===== src/rtl/uart_rx_oversampled_pkg.sv =====
`default_nettype none
// ============================================================================
//  Module      : uart_rx_oversampled_pkg
//  Description : Shared UART types and default frame constants (RX and TX).
//  Revision    : 1.0  initial release
// ============================================================================
package uart_rx_oversampled_pkg;

    localparam int c_DATA_BITS  = 8;
    localparam int c_OVERSAMPLE = 8;

    typedef enum logic [2:0] {
        ST_IDLE   = 3'd0,
        ST_START  = 3'd1,
        ST_DATA   = 3'd2,
        ST_PARITY = 3'd3,
        ST_STOP   = 3'd4,
        ST_BREAK  = 3'd5
    } uart_state_e;

endpackage
`default_nettype wire


===== src/rtl/uart_rx_oversampled_if.sv =====
`default_nettype none
// ============================================================================
//  Module      : uart_rx_oversampled_if
//  Description : Receiver-to-system word handshake plus error/status flags.
//  Revision    : 1.0  initial release
// ============================================================================
interface uart_rx_oversampled_if
    import uart_rx_oversampled_pkg::*;
#(
    parameter int DATA_BITS = c_DATA_BITS
);
    logic [DATA_BITS-1:0] rx_data;
    logic                 rx_valid;
    logic                 rx_ready;
    logic                 frame_err;
    logic                 parity_err;
    logic                 overrun;
    logic                 busy;

    // Receiver side: produces words and flags
    modport master (
        output rx_data, rx_valid, frame_err, parity_err, overrun, busy,
        input  rx_ready
    );

    // Consumer side: accepts words
    modport slave (
        input  rx_data, rx_valid, frame_err, parity_err, overrun, busy,
        output rx_ready
    );
endinterface
`default_nettype wire


===== src/rtl/uart_rx_oversampled_sync.sv =====
`default_nettype none
// ============================================================================
//  Module      : uart_sync
//  Description : 2-FF synchronizer; output is either the synchronized level
//                or a 1-clk pulse on its rising edge.
//  Revision    : 1.0  initial release
// ============================================================================
module uart_sync
    import uart_rx_oversampled_pkg::*;
#(
    parameter logic RESET_VAL = 1'b0,
    parameter bit   EDGE      = 1'b0
) (
    input  wire logic clk,
    input  wire logic rst,
    input  wire logic i_d,
    output logic      o_q
);

    logic r_meta;
    logic r_sync;

    // Two-stage capture of the asynchronous input
    always_ff @(posedge clk) begin
        if (rst) begin
            r_meta <= RESET_VAL;
            r_sync <= RESET_VAL;
        end else begin
            r_meta <= i_d;
            r_sync <= r_meta;
        end
    end

    generate
        if (EDGE) begin : g_edge
            logic r_prev;

            // Delayed copy for rising-edge detection
            always_ff @(posedge clk) begin
                if (rst) r_prev <= RESET_VAL;
                else     r_prev <= r_sync;
            end

            assign o_q = r_sync & ~r_prev;
        end else begin : g_level
            assign o_q = r_sync;
        end
    endgenerate

endmodule
`default_nettype wire


===== src/rtl/uart_rx_oversampled.sv =====
`default_nettype none
// ============================================================================
//  Module      : uart_rx_oversampled
//  Description : Oversampled async serial receiver (start + data LSB-first +
//                optional parity + 1 stop) with valid/ready word output.
//  Revision    : 1.0  initial release
// ============================================================================
module uart_rx_oversampled
    import uart_rx_oversampled_pkg::*;
#(
    parameter int DATA_BITS  = c_DATA_BITS,
    parameter int OVERSAMPLE = c_OVERSAMPLE,
    parameter int PARITY_EN  = 0,
    parameter int PARITY_ODD = 0
) (
    input  wire logic              clk,
    input  wire logic              rst,
    input  wire logic              os_clk,
    input  wire logic              rx,
    uart_rx_oversampled_if.master  io_bus
);

    localparam int           c_OW       = $clog2(OVERSAMPLE);
    localparam int           c_BW       = $clog2(DATA_BITS + 1);
    localparam logic [c_OW-1:0] c_OS_MID  = c_OW'(OVERSAMPLE / 2 - 1);
    localparam logic [c_OW-1:0] c_OS_LAST = c_OW'(OVERSAMPLE - 1);
    localparam logic [c_BW-1:0] c_BIT_LAST = c_BW'(DATA_BITS - 1);
    localparam logic         c_PAR_EN   = (PARITY_EN != 0);
    localparam logic         c_PAR_ODD  = (PARITY_ODD != 0);

    logic w_rx_s;
    logic w_tick;

    uart_sync #(.RESET_VAL(1'b1), .EDGE(1'b0)) u_sync_rx (
        .clk (clk),
        .rst (rst),
        .i_d (rx),
        .o_q (w_rx_s)
    );

    uart_sync #(.RESET_VAL(1'b0), .EDGE(1'b1)) u_sync_os (
        .clk (clk),
        .rst (rst),
        .i_d (os_clk),
        .o_q (w_tick)
    );

    uart_state_e          r_state;
    uart_state_e          w_state_next;
    logic [c_OW-1:0]      r_os_cnt;
    logic [c_BW-1:0]      r_bit_cnt;
    logic [DATA_BITS-1:0] r_shift;
    logic                 r_par_ok;
    logic [DATA_BITS-1:0] r_rx_data;
    logic                 r_rx_valid;
    logic                 r_frame_err;
    logic                 r_parity_err;
    logic                 r_overrun;

    logic w_os_clr;
    logic w_os_inc;
    logic w_bit_clr;
    logic w_shift;
    logic w_par_chk;
    logic w_load;
    logic w_ferr;
    logic w_perr;
    logic w_exp_par;
    logic w_accept;

    // Even parity is the XOR of all data bits; odd parity inverts it
    assign w_exp_par = (^r_shift) ^ c_PAR_ODD;
    assign w_accept  = r_rx_valid & io_bus.rx_ready;

    // State register
    always_ff @(posedge clk) begin
        if (rst) r_state <= ST_IDLE;
        else     r_state <= w_state_next;
    end

    // Next-state and datapath strobes; nothing advances without a tick
    always_comb begin
        w_state_next = r_state;
        w_os_clr     = 1'b0;
        w_os_inc     = 1'b0;
        w_bit_clr    = 1'b0;
        w_shift      = 1'b0;
        w_par_chk    = 1'b0;
        w_load       = 1'b0;
        w_ferr       = 1'b0;
        w_perr       = 1'b0;
        if (w_tick) begin
            case (r_state)
                ST_IDLE: begin
                    if (!w_rx_s) begin
                        w_state_next = ST_START;
                        w_os_clr     = 1'b1;
                    end
                end
                ST_START: begin
                    if (r_os_cnt == c_OS_MID) begin
                        if (w_rx_s) begin
                            w_state_next = ST_IDLE;
                        end else begin
                            w_state_next = ST_DATA;
                            w_os_clr     = 1'b1;
                            w_bit_clr    = 1'b1;
                        end
                    end else begin
                        w_os_inc = 1'b1;
                    end
                end
                ST_DATA: begin
                    if (r_os_cnt == c_OS_LAST) begin
                        w_shift  = 1'b1;
                        w_os_clr = 1'b1;
                        if (r_bit_cnt == c_BIT_LAST)
                            w_state_next = c_PAR_EN ? ST_PARITY : ST_STOP;
                    end else begin
                        w_os_inc = 1'b1;
                    end
                end
                ST_PARITY: begin
                    if (r_os_cnt == c_OS_LAST) begin
                        w_par_chk    = 1'b1;
                        w_os_clr     = 1'b1;
                        w_state_next = ST_STOP;
                    end else begin
                        w_os_inc = 1'b1;
                    end
                end
                ST_STOP: begin
                    if (r_os_cnt == c_OS_LAST) begin
                        w_os_clr = 1'b1;
                        if (w_rx_s) begin
                            w_state_next = ST_IDLE;
                            if (r_par_ok) w_load = 1'b1;
                            else          w_perr = 1'b1;
                        end else begin
                            w_state_next = ST_BREAK;
                            w_ferr       = 1'b1;
                        end
                    end else begin
                        w_os_inc = 1'b1;
                    end
                end
                ST_BREAK: begin
                    // A held-low line must not look like a new start bit
                    if (w_rx_s) w_state_next = ST_IDLE;
                end
                default: w_state_next = ST_IDLE;
            endcase
        end
    end

    // Oversample/bit counters, shift register and parity result
    always_ff @(posedge clk) begin
        if (rst) begin
            r_os_cnt  <= '0;
            r_bit_cnt <= '0;
            r_shift   <= '0;
            r_par_ok  <= 1'b1;
        end else begin
            if (w_os_clr)      r_os_cnt <= '0;
            else if (w_os_inc) r_os_cnt <= r_os_cnt + c_OW'(1);
            if (w_bit_clr) begin
                r_bit_cnt <= '0;
                r_par_ok  <= 1'b1;
            end else if (w_shift) begin
                r_bit_cnt <= r_bit_cnt + c_BW'(1);
            end
            // Line order is LSB first, so new bits enter at the MSB
            if (w_shift)   r_shift  <= {w_rx_s, r_shift[DATA_BITS-1:1]};
            if (w_par_chk) r_par_ok <= (w_rx_s == w_exp_par);
        end
    end

    // Output word register, handshake and error pulses
    always_ff @(posedge clk) begin
        if (rst) begin
            r_rx_data    <= '0;
            r_rx_valid   <= 1'b0;
            r_frame_err  <= 1'b0;
            r_parity_err <= 1'b0;
            r_overrun    <= 1'b0;
        end else begin
            r_frame_err  <= w_ferr;
            r_parity_err <= w_perr;
            r_overrun    <= w_load & r_rx_valid & ~io_bus.rx_ready;
            if (w_load) begin
                r_rx_data  <= r_shift;
                r_rx_valid <= 1'b1;
            end else if (w_accept) begin
                r_rx_valid <= 1'b0;
            end
        end
    end

    assign io_bus.rx_data    = r_rx_data;
    assign io_bus.rx_valid   = r_rx_valid;
    assign io_bus.frame_err  = r_frame_err;
    assign io_bus.parity_err = r_parity_err;
    assign io_bus.overrun    = r_overrun;
    assign io_bus.busy       = (r_state != ST_IDLE);

endmodule
`default_nettype wire


===== src/flat_wrapper.sv =====
// flat-port wrapper written by rule: the top's interface ports become plain ports
module uart_rx_oversampled_flat import uart_rx_oversampled_pkg::*;
#(
    parameter int DATA_BITS  = c_DATA_BITS,
    parameter int OVERSAMPLE = c_OVERSAMPLE,
    parameter int PARITY_EN  = 0,
    parameter int PARITY_ODD = 0
)
  (clk, rst, os_clk, rx, io_bus_rx_data, io_bus_rx_valid, io_bus_frame_err, io_bus_parity_err, io_bus_overrun, io_bus_busy, io_bus_rx_ready);
  uart_rx_oversampled_if #(.DATA_BITS(DATA_BITS)) io_bus_i ();
  input  wire logic clk;
  input  wire logic rst;
  input  wire logic os_clk;
  input  wire logic rx;
  output wire logic [$bits(io_bus_i.rx_data)-1:0] io_bus_rx_data;
  output wire logic [$bits(io_bus_i.rx_valid)-1:0] io_bus_rx_valid;
  output wire logic [$bits(io_bus_i.frame_err)-1:0] io_bus_frame_err;
  output wire logic [$bits(io_bus_i.parity_err)-1:0] io_bus_parity_err;
  output wire logic [$bits(io_bus_i.overrun)-1:0] io_bus_overrun;
  output wire logic [$bits(io_bus_i.busy)-1:0] io_bus_busy;
  input wire logic [$bits(io_bus_i.rx_ready)-1:0] io_bus_rx_ready;
  assign io_bus_rx_data = io_bus_i.rx_data;
  assign io_bus_rx_valid = io_bus_i.rx_valid;
  assign io_bus_frame_err = io_bus_i.frame_err;
  assign io_bus_parity_err = io_bus_i.parity_err;
  assign io_bus_overrun = io_bus_i.overrun;
  assign io_bus_busy = io_bus_i.busy;
  assign io_bus_i.rx_ready = io_bus_rx_ready;
  uart_rx_oversampled #(.DATA_BITS(DATA_BITS), .OVERSAMPLE(OVERSAMPLE), .PARITY_EN(PARITY_EN), .PARITY_ODD(PARITY_ODD)) u_core (.clk(clk), .rst(rst), .os_clk(os_clk), .rx(rx), .io_bus(io_bus_i));
endmodule

===== config.mk =====
export PLATFORM = sky130hd
export DESIGN_NAME = uart_rx_oversampled_flat
export DESIGN_NICKNAME = d
export VERILOG_FILES = /design/src/rtl/uart_rx_oversampled_pkg.sv /design/src/rtl/uart_rx_oversampled_if.sv /design/src/rtl/uart_rx_oversampled_sync.sv /design/src/rtl/uart_rx_oversampled.sv /design/src/flat_wrapper.sv
export SDC_FILE = /design/constraint.sdc
export NUM_CORES = 1
export LEC_CHECK = 0
export CELL_PAD_IN_SITES_DETAIL_PLACEMENT = 1
export CELL_PAD_IN_SITES_GLOBAL_PLACEMENT = 2
export CORE_AREA = 2 2 81 91
export CTS_CLUSTER_SIZE = 20
export DETAILED_ROUTE_END_ITERATION = 12
export DIE_AREA = 0 0 83 93
export PLACE_DENSITY_LB_ADDON = 0.1
export SYNTH_ARGS = -nofsm -noshare
export SYNTH_HDL_FRONTEND = slang
export SYNTH_SLANG_ARGS = --single-unit

===== constraint.sdc =====
create_clock -name clk -period 6 [get_ports clk]
set_clock_uncertainty 0.15 [all_clocks]
set_input_delay 0.6 -clock clk [delete_from_list [all_inputs] [get_ports clk]]
set_output_delay 0.6 -clock clk [all_outputs]
set_load 0.03 [all_outputs]

Yosys cells after proc, flatten, opt, wreduce, memory -nomap -nowiden
Index checks and enable logic that the tools add are counted.
Word-level totals
  register bits: 36
  bits of input ports: 5
  output and inout bits: 13
  word-level logic and storage cells: 89
Cells by class
  add/subtract/negate cells: 2
  equality and inequality tests: 16
  mux-type cells: 35
  bitwise logic cells: 10
  reductions and logical operators: 11
Operators with widths (number)
  $mux 3: 8
  $mux 1: 23
  $pmux 3 s6: 1
  $ne 2x1->1 const B: 5
  $eq 3x2->1 const B: 3
  $eq 3x3->1 const B: 3
  $reduce_and 8->1: 1
  $reduce_xor 8->1: 1
  $not 1->1: 6
  $reduce_or 5->1: 1
  $add 4x1->4 const B: 1
  $and 1x1->1: 4
  $eq 4x3->1 const B: 1
  $ne 2x2->1 const B: 2
  $reduce_bool 2->1: 2
  $reduce_or 2->1: 2
  $reduce_or 4->1: 1
  $add 3x1->3 const B: 1
  $eq 3x1->1 const B: 1
  $logic_not 3->1: 1
  $pmux 1 s3: 1
  $reduce_bool 3->1: 1
  $reduce_or 3->1: 1
  $mux 2: 1
  2 further kinds: 2

Logic depth before layout (Yosys ltp)
  word-level depth: 7
  gate-level depth with buffers: 7
  depth with buffers taken out: 6

Hierarchy
A second synthesis with hierarchy kept.
Second synthesis, totals
  cells, all modules: 164
  area, all modules: 1577.8 um^2
Modules (own cells, without submodules)
  uart_rx_oversampled: instances 1, cells an instance 153, area an instance 1437.6 um^2, seq. area each 620.6 um^2
  uart_sync at u_core.u_sync_os: instances 1, cells an instance 7, area an instance 87.6 um^2, seq. area each 60.1 um^2
  uart_sync at u_core.u_sync_rx: instances 1, cells an instance 4, area an instance 52.6 um^2, seq. area each 40.0 um^2

Least setup slack after synthesis
OpenSTA, ideal clock, no wires.
  path type: flip-flop to flip-flop
  from: register u_core.r_os_cnt[0]
  to: register u_core.r_os_cnt[2]
  data arrival time: 1.833 ns
  required time: 5.771 ns
  setup slack: 3.937 ns
  cell stages (with the launch flop): 7
  path buffers: 0
  period minus slack after synthesis: 2.063 ns
  cell sequence: dfxtp_1 ha_1 ha_1 nor4b_4 o311ai_4 mux2_4 a211oi_2
On the way
  word-level cells in the longest chain between the ends: 5
  elaborated cells between the ends (all ways): 12
  those cells by class: add/sub (1); eq/ne (2); mux (8); reduce/logical (1)
Ends and longest elaborated chain
  from (decl): line uart_rx_oversampled.sv:50  | logic [c_OW-1:0] r_os_cnt;
  from (signal assigned): line uart_rx_oversampled.sv:165  | else if (w_os_inc) r_os_cnt <= r_os_cnt + c_OW'(1);
  $eq 3x3->1 or $eq 3x2->1 (tied branches)
  $mux 1 (on tied branches)
  $pmux 1 s3: line uart_rx_oversampled.sv:93  | case (r_state)
  $mux 1: line uart_rx_oversampled.sv:92  | if (w_tick) begin
  $reduce_or 2->1 (no source line)
Several ways; a longest one is shown, not always the timed one.
A chain may end at the register's enable or synchronous reset.

Worst setup path after layout
  from: register u_core.r_state[2]
  to: output port io_bus_busy
On the way
  word-level cells in the longest chain between the ends: 1
Ends and longest elaborated chain
  from (decl): line uart_rx_oversampled.sv:48  | uart_state_e r_state;
  from (signal assigned): line uart_rx_oversampled.sv:78  | else r_state <= w_state_next;
  $reduce_bool 3->1: line uart_rx_oversampled.sv:204  | assign io_bus.busy = (r_state != ST_IDLE);
  to (decl): line flat_wrapper.sv:20  | output wire logic [$bits(io_bus_i.busy)-1:0] io_bus_busy;
No other way between the ends.

==> reports/qor.yml <==
yosys:
  synth_flop_cell: "dfxtp_1"
  yosys.area_share.simple_pct: 22.26
  ys_seq_elements: 36
  ys_seq_area_share_pct: 43.47
  synthCells: 157
  synthMuxAreaShare_pct: 12.38
  ys_warn_count: 0
  synth.top_cell.area_share_pct: 43.47
  synth_top_family_by_area: "simple AND/OR/NAND/NOR gates"
  synth_fp_nets: 166
  syn_area_um2: 1658
  async_flop_share_pct: 0
  avgSynthCellArea_um2: 10.56
  synth_compound_area_share_pct: 7.698
  synth_top_area_cell: "dfxtp_1"
  synth_xor_area_share_pct: 6.642
  synth_fa_ha_area_share_pct: 3.019
  synth_area_leaders: "dfxtp_1 (43%), mux2i_1 (11%), nor2_1 (6.1%)"
  synth_edf_count: 0
  synth_cell_types: 41
sta:
  setup_viol: 0
  rsz0062_at_grt: "no"
  hold_ws_ps: 260.2
  min_period_ps: 2666
  slew_headroom_pct: 59.92
  setup_tns_ps: 0
  slew_violations: 0
  fmax_mhz: 375.1
  finalCritPeriodShare_pct: 44.44
  hold_violations: 0
  fin_ws_ps: 3334
  worstMarginPinSlew_ps: 601.2
clock_network:
  cts_max_path_buffers: 2
  root_buffer: "clkbuf_8"
  numCtsBuffers: 5
  cts_resized: 0
  clk_pin_slew_ps: 70
  cts-htree-levels: 2
  tritoncts: "yes"
  cts_sinks: 36
  insertion_delay_ps: 280
  cts_hold_buf: 0
  postCtsSetupBuffers: 0
setup_path:
  cp.required_ps: 5250
  cp_max_fo: 10
  critPathCaptureType: "output port"
  cp.arrival_ps: 1920
  start_kind: "register"
  crit_type: "register to output port"
floorplan:
  core_area_um2: 6847
  ios: 18
  die_h_um: 93
  initial_core_util_pct: 24.21
  rows: 32
  dieArea_um2: 7719
  fp.dieW_um: 83
route:
  dr.pass1.iters: 4
  route.antenna.remaining_nets: 0
  via_count: 1132
  wl_per_cell_um: 13.54
  wirelength_um: 3506
  drt_iter0_markers: 35
  vias_per_cell: 4.371
  drc_errors: 0
placement:
  port_buffers: 17
  dpl_worst_slack_ps: 3593
  gp_congestion: 0.6810
  dp_hpwl_um: 2503
  dp_cells: 251
global_routing:
  grt_pass1_wl_um: 5899
  grtUsageMet3_pct: 2.913
  gr-usage-met1_pct: 10.80
  overflow: 0
  grt_busiest_layer: "met2"
  first_global_vias: 1188
  grt_use_met2_pct: 17.47
  antenna_found_initial: 0
  grt_max_degree: 35
  grt_util_all_layers_pct: 9.777
run_status:
  status: "finished clean"
job:
  cap_violations: 0
layout:
  final_cells: 259
  regArea_um2: 720.7
  drive_above_1_share_pct: 10.92
  num_antenna_cells: 0
  syn_to_final_growth_pct: 19.17
  final_cell_mix: "dfxtp_1 (36), nor2_1 (27), mux2i_1 (19)"
  nets: 182
  multiInputGateArea_um2: 862.1
  fillCellCount: 768
  layout_commonest_cell: "dfxtp_1"
power:
  power.density_nw_per_um2: 219.7
  static-leakage-power_nw: 0.7536
  peakVddDrop_mv: 0.08804
min_path:
  hp-class: "register to register"
worst max-delay path, stage by stage, from the launching register on:
cell             delay [ps]
dfxtp_1                 640
nor2_1                  210
nand2_1                 110
clkdlybuf4s50_1         670
final timing paths:
kind                      startpoint                        to  slack [ps]  cells after the start
min          u_core.u_sync_rx.r_meta      u_core.u_sync_rx.o_q         260                      1
max reg2reg       u_core.r_os_cnt[0]  u_core.io_bus.rx_data[2]        3560                      6
max                u_core.r_state[2]               io_bus_busy        3330                      3
min reg2reg  u_core.u_sync_rx.r_meta      u_core.u_sync_rx.o_q         260                      1
cell families (layout without fill, tap and decap cells):
group | Yosys count | in the layout
mux | 20 | 20
xor+xnor | 11 | 11
flops | 36 | 36
compound gates | 15 | 15
buf+inv | 14 | 31
simple gates | 57 | 57
fa+ha+maj | 4 | 4
cells in the mapped netlist, types with 2 or more instances:
library cell	number
dfxtp_1	36
nor4b_4	2
nor3_1	2
mux2i_1	19
ha_1	4
a211oi_1	2
buf_6	2
nor2b_1	3
nor2_1	27
xnor2_1	6
nand2_1	3
clkbuf_1	5
o21ai_0	3
nand2b_1	2
xor2_1	4
a21oi_1	2
and3_1	2
buf_4	2
nand3_1	4
inv_1	5
or2_2	2
metal layers:
layer | part of all wire, % | up-vias | wire length, um
met2 | 52 | 10 | 1815
met1 | 44 | 548 | 1533
met5 | 0 | - | 0
met3 | 2.5 | 5 | 89
li1 | - | 569 | -
met4 | 1.9 | 0 | 67
registers in the layout (all words and copies together) (netlist names), 3 cells and up:
name,flops
u_core.io_bus.rx_data,8
u_core.r_bit_cnt,4
u_core.r_os_cnt,3
u_core.r_shift,8
u_core.r_state,3
power by group:
part / leakage [nW] / switching [mW] / internal [mW]
sequential: 0.291 / 0.00161 / 0.240
combinational: 0.417 / 0.00783 / 0.00663
clock: 0.0455 / 0.0839 / 0.0937
total: 0.754 / 0.0933 / 0.341
layout make-up:
type                       count  share of cell area, %
clock buffer                   8                  4.560
inverter                       5                 0.9500
multi-input combinational    107                  43.64
sequential                    36                  36.48
tap                           85                  5.383
timing repair buffer          18                  8.993
per-stage QoR:
stage	utilization, %	total power [mW]	area [um^2]
finish	28.86	0.4340	1976
global route	28.86	0.4552	1976
CTS	28.86	0.4451	1976
detailed placement	27.54	0.2624	1886
global placement	27.54	0.2624	1886
floorplan	-	0.2566	1658
Power figures use the tool's default switching activity.
